[src/rtl/exec_run_controller_pkg.sv]
// exec_run_controller_pkg: run-state encoding shared by the run controller and the processor debug view.
package exec_run_controller_pkg;

    typedef enum logic [1:0] {
        IDLE   = 2'b00,
        RUN    = 2'b01,
        STEP   = 2'b10,
        HALTED = 2'b11
    } run_state_e;

    function automatic logic is_enabled(input run_state_e s);
        return (s == RUN) || (s == STEP);
    endfunction

endpackage

[src/rtl/exec_run_controller_btn_debounce.sv]
// btn_debounce: two-flop synchronizer, stable-sample debounce counter and rising-edge press pulse.
module btn_debounce #(
    parameter logic [15:0] DB_CYCLES = 16'd50000
) (
    input  logic clk,
    input  logic reset,
    input  logic btn,
    output logic press
);

    logic        sync1_q, sync2_q;
    logic        db_q, db_d, db_prev_q;
    logic [15:0] cnt_q, cnt_d;

    // The debounced value follows the synced value only after DB_CYCLES consecutive mismatching samples.
    always_comb begin
        db_d  = db_q;
        cnt_d = '0;
        if (sync2_q != db_q) begin
            if (cnt_q == DB_CYCLES - 16'd1)
                db_d = sync2_q;
            else
                cnt_d = cnt_q + 16'd1;
        end
    end

    always_ff @(posedge clk or posedge reset) begin
        if (reset) begin
            sync1_q   <= 1'b0;
            sync2_q   <= 1'b0;
            db_q      <= 1'b0;
            db_prev_q <= 1'b0;
            cnt_q     <= '0;
        end else begin
            sync1_q   <= btn;
            sync2_q   <= sync1_q;
            db_q      <= db_d;
            db_prev_q <= db_q;
            cnt_q     <= cnt_d;
        end
    end

    assign press = db_q & ~db_prev_q;

endmodule

[src/rtl/exec_run_controller.sv]
// exec_run_controller: sequences the core from the exec button via an IDLE/RUN/STEP/HALTED FSM,
// producing a registered clock-enable and a saturating count of enabled cycles.
module exec_run_controller
    import exec_run_controller_pkg::*;
#(
    parameter logic [15:0] DB_CYCLES = 16'd50000,
    parameter int          CNT_W     = 32
) (
    input  logic             clk,
    input  logic             reset,
    input  logic             exec_btn,
    input  logic             step_mode,
    input  logic             halt,
    output logic             cpu_en,
    output logic             running,
    output logic             halted,
    output logic             press,
    output logic [CNT_W-1:0] cycle
);

    run_state_e       state_q, state_d;
    logic             cpu_en_q, running_q, halted_q;
    logic [CNT_W-1:0] cycle_q, cycle_d;

    btn_debounce #(.DB_CYCLES(DB_CYCLES)) u_db (
        .clk   (clk),
        .reset (reset),
        .btn   (exec_btn),
        .press (press)
    );

    // Halt outranks any press; a press that lands while stepping is dropped.
    always_comb begin
        state_d = state_q;
        if (halt)
            state_d = HALTED;
        else
            case (state_q)
                IDLE:   if (press) state_d = step_mode ? STEP : RUN;
                RUN:    if (press) state_d = IDLE;
                STEP:   state_d = IDLE;
                HALTED: state_d = HALTED;
            endcase
        cycle_d = (cpu_en_q && cycle_q != '1) ? cycle_q + CNT_W'(1) : cycle_q;
    end

    always_ff @(posedge clk or posedge reset) begin
        if (reset) begin
            state_q   <= IDLE;
            cpu_en_q  <= 1'b0;
            running_q <= 1'b0;
            halted_q  <= 1'b0;
            cycle_q   <= '0;
        end else begin
            state_q   <= state_d;
            cpu_en_q  <= is_enabled(state_d);
            running_q <= state_d == RUN;
            halted_q  <= state_d == HALTED;
            cycle_q   <= cycle_d;
        end
    end

    assign cpu_en  = cpu_en_q;
    assign running = running_q;
    assign halted  = halted_q;
    assign cycle   = cycle_q;

endmodule
[config.mk]
export PLATFORM = sky130hd
export DESIGN_NAME = exec_run_controller
export DESIGN_NICKNAME = d
export VERILOG_FILES = /design/src/rtl/exec_run_controller_pkg.sv /design/src/rtl/exec_run_controller_btn_debounce.sv /design/src/rtl/exec_run_controller.sv
export SDC_FILE = /design/constraint.sdc
export NUM_CORES = 1
export LEC_CHECK = 0
export CORE_ASPECT_RATIO = 1.25
export CORE_MARGIN = 5
export CORE_UTILIZATION = 51
export CTS_CLUSTER_SIZE = 8
export DETAILED_ROUTE_END_ITERATION = 10
export PLACE_DENSITY = 0.74
export SYNTH_ARGS = -nofsm -noshare
export SYNTH_HDL_FRONTEND = slang
export SYNTH_SLANG_ARGS = --single-unit
[constraint.sdc]
create_clock -name clk -period 2.69 [get_ports clk]
set_input_delay 0.538 -clock clk [delete_from_list [all_inputs] [get_ports clk]]
set_output_delay 0.538 -clock clk [all_outputs]
set_load 0.01 [all_outputs]
==> run_results.csv <==
group,metric,value,unit
power_and_ir_drop,power.share.clock,0.439,
clock_tree,cts.sinks,57,
layout,drive_gt1_frac,0.0855,
worst_setup_path,crit_fanout,7,
timing,final_hold_viol_count,0,
logic_synthesis,synthSimpleGateAreaFrac,0.244,
detailed_routing,vias,2029,
clock_tree,clk_pin_slew_worst_paths,0.07,ns
floorplan,num_rows,29,
logic_synthesis,synthAdderAreaFrac,0.0187,
timing,tightest_slew,0.678,ns
placed_design,io_buffers,40,
timing,max_freq,0.451,GHz
worst_hold_path,min_path_type,"reg -> reg",
floorplan,die_area,6820,um2
clock_tree,worstSkewPairLatency,0.34,ns
timing,final.setup.tns,0,ns
logic_synthesis,synth_warnings,0,
placed_design,place_inst,350,
power_and_ir_drop,switching_share,0.235,
logic_synthesis,ys_types,37,
timing,min_period,2.22,ns
worst_setup_path,worst_path_max_delay_cell,"o41ai_2",
layout,final_common_cell,"dfrtp_1",
grt,grt-ovfl-total,0,
timing,finClkSkew,0.0101,ns
clock_tree,post_cts_buffers,0,
run_status,status,"complete, no violations",
grt,grt_pass1_wl,9.98,mm
detailed_routing,wirelength,5.73,mm
clock_tree,cts.root.buffer_cell,"clkbuf_8",
grt,grt_max_degree,58,
worst_setup_path,critPathArrivalTime,2.44,ns
clock_tree,cts_buffers,9,
floorplan,die_y,91.1,um
detailed_routing,ant_nets,0,
layout,diodes,0,
worst_setup_path,crit_chain,"ha_1 > nand3_1 > o41ai_2 > mux2_2",
clock_tree,cts_max_level,3,
detailed_routing,dr.pass1.iters,4,
layout,final_cell_mix,"57 x dfrtp_1, 40 x clkdlybuf4s50_1, 31 x xor2_1",
logic_synthesis,ys_seq_area_frac,0.532,
logic_synthesis,synth_compound_area_frac,0.0313,
timing,slew-limit-headroom,0.543,
logic_synthesis,synth_mux_area_frac,0.0121,
timing,finalCritPeriodShare,0.825,
power_and_ir_drop,p_int,1.38,mW
placed_design,gp_routability_congestion,0.854,
power_and_ir_drop,seqPwrFrac,0.502,
clock_tree,clockBufferDepth,2,
floorplan,die_w,74.9,um
timing,hold_slack,0.362,ns
worst_setup_path,path_class,"reg -> reg",
power_and_ir_drop,p_switching,0.424,mW
detailed_routing,drt_iter0_drc,118,
worst_setup_path,worst_setup_path_end_kind,"flop",
logic_synthesis,synth_top_family_by_area,"simple AND/OR/NAND/NOR gates",
logic_synthesis,synth_nets,262,
timing,maxSlewViolCount,0,
detailed_routing,drc,0,
clock_tree,hold_buffers,0,
job,maxCapViolCount,0,
layout,post-route-util,0.661,
timing,grt_setup_unrepaired,"no",
logic_synthesis,syn_inst,253,
layout,finalNonFillerCells,366,
logic_synthesis,syn_area,2680,um2
floorplan,core,5080,um2
floorplan,ios,41,
timing,setup_viol,0,
layout,final_nets,308,
grt,grt_usage,0.190,
logic_synthesis,synth-xor-area-share,0.137,
detailed_routing,wl_per_cell,15.7,um
power_and_ir_drop,powerDensity,538,nW/um2
layout,synthToLayoutAreaGrowth,25.2,%
logic_synthesis,synth-seq-cells,57,
grt,grt_pass1_vias,2091,
floorplan,start_util,0.528,
worst_setup_path,required,2.91,ns
clock_tree,cts_tree,"done",
grt,antenna_found_initial,0,
worst_setup_path,worstSetupStartpointType,"flop",
power_and_ir_drop,p_comb_frac,0.059,
worst_setup_path,max_stage_delay,0.76,ns
clock_tree,cts_resized,0,
logic_synthesis,syn_area_per_cell,10.6,um2
power_and_ir_drop,peakVddDrop,0.471,mV
placed_design,dp_hpwl,3.99,mm
power_and_ir_drop,p_leak,1.54,nW
detailed_routing,vias_per_cell,5.54,
-- synth_stat cells --
master	number	area, um2
and4_1	5	43.8
or4_1	2	15.0
nor4_4	1	21.3
a21oi_1	3	15.0
a31oi_1	2	12.5
or3_1	4	25.0
and4_4	1	11.3
a221oi_1	1	8.76
mux2_2	2	22.5
mux2i_1	1	10.0
or2_2	1	6.26
clkbuf_1	5	18.8
nor3b_1	1	7.51
and3_1	5	31.3
clkbuf_2	1	5.00
nor4b_1	1	8.76
xor2_1	31	272
nor4_1	12	75.1
nor3_1	13	65.1
xnor2_1	11	96.3
nor2_1	23	86.3
nand2_1	21	78.8
ha_1	4	50.1
inv_1	9	33.8
dfrtp_1	57	1430
o21ai_0	1	5.00
nand4_1	10	62.6
nand4_4	1	21.3
a41oi_1	1	8.76
nand3_1	14	70.1
a311o_1	1	10.0
o31ai_1	1	7.51
nand2b_1	1	6.26
o41ai_2	1	16.3
and2_1	2	12.5
nor2b_1	1	6.26
buf_2	2	10.0
-- worst max-delay path: cells and delay by family (launching register included) --
family                     cells  cell delay [ns]
AOI/OAI and AO/OA              1             0.76
adders and majority gates      1             0.23
DFF                            1             0.43
muxes                          1             0.40
and+or+nand+nor                1             0.28
-- final cells by class --
class / instances / area [um2]
tap: 62 / 77.6
multi-input combinational: 179 / 1190
fill: 402 / 1720
clock inverter: 5 / 55.1
sequential: 57 / 1430
clock buffer: 11 / 141
timing repair buffer: 43 / 435
inverter: 9 / 33.8
-- per-stage QoR --
stage	setup slack, ns	power, mW	instance area (um2)
3_5_place_dp	0.471	1.03	3160
2_1_floorplan	0.609	0.973	2680
4_1_cts	0.466	1.83	3360
5_1_grt	0.341	1.89	3360
3_3_place_gp	0.557	1.03	3160
6_report	0.472	1.81	3360
-- per-layer routing --
metal	wire (um)	vias to the layer above	share of wire	track usage
met5	0	-	0	0
met2	2880	50	0.50	0.290
met3	280	9	0.049	0.0685
li1	-	984	-	-
met4	79	0	0.014	0.0757
met1	2490	986	0.43	0.241
-- power groups by stage --
stage	Sequential, mW	Combinational [mW]	Clock [mW]
3_5_place_dp	0.923	0.109	0
6_report	0.907	0.107	0.792
4_1_cts	0.907	0.110	0.810
5_1_grt	0.911	0.119	0.857
2_1_floorplan	0.925	0.0477	0
3_3_place_gp	0.919	0.108	0
-- state kept, by name (all words and copies together), names as in the netlist --
name	cells
u_db.sync1_q	1
u_db.sync2_q	1
cycle	32
state_q	2
u_db.db_q	1
halted	1
u_db.db_prev_q	1
u_db.cnt_q	16
cpu_en	1
running	1
-- logic make-up after synthesis --
kind of cell	count (synthesis)
buffers and inverters	17
adder cells (fa/ha/maj)	4
XOR/XNOR	42
AO/OA/AOI/OAI	11
AND/OR/NAND/NOR	119
multiplexers	3
flip-flops	57
-- final timing paths --
| check | start | end | slack, ns | cells after the start |
|---|---|---|---|---|
| worst min register to register | u_db.sync1_q | u_db.sync2_q | 0.36 | 0 |
| worst min-delay path | u_db.sync1_q | u_db.sync2_q | 0.36 | 0 |
| min in group asynchronous | reset | cycle[12] | 0.57 | 3 |
| max in group asynchronous | reset | u_db.cnt_q[13] | 1.86 | 3 |
| worst max-delay path | cycle[0] | cycle[1] | 0.47 | 4 |
| worst max register to register | cycle[0] | cycle[1] | 0.47 | 4 |
(Power assumes the default switching activity.)
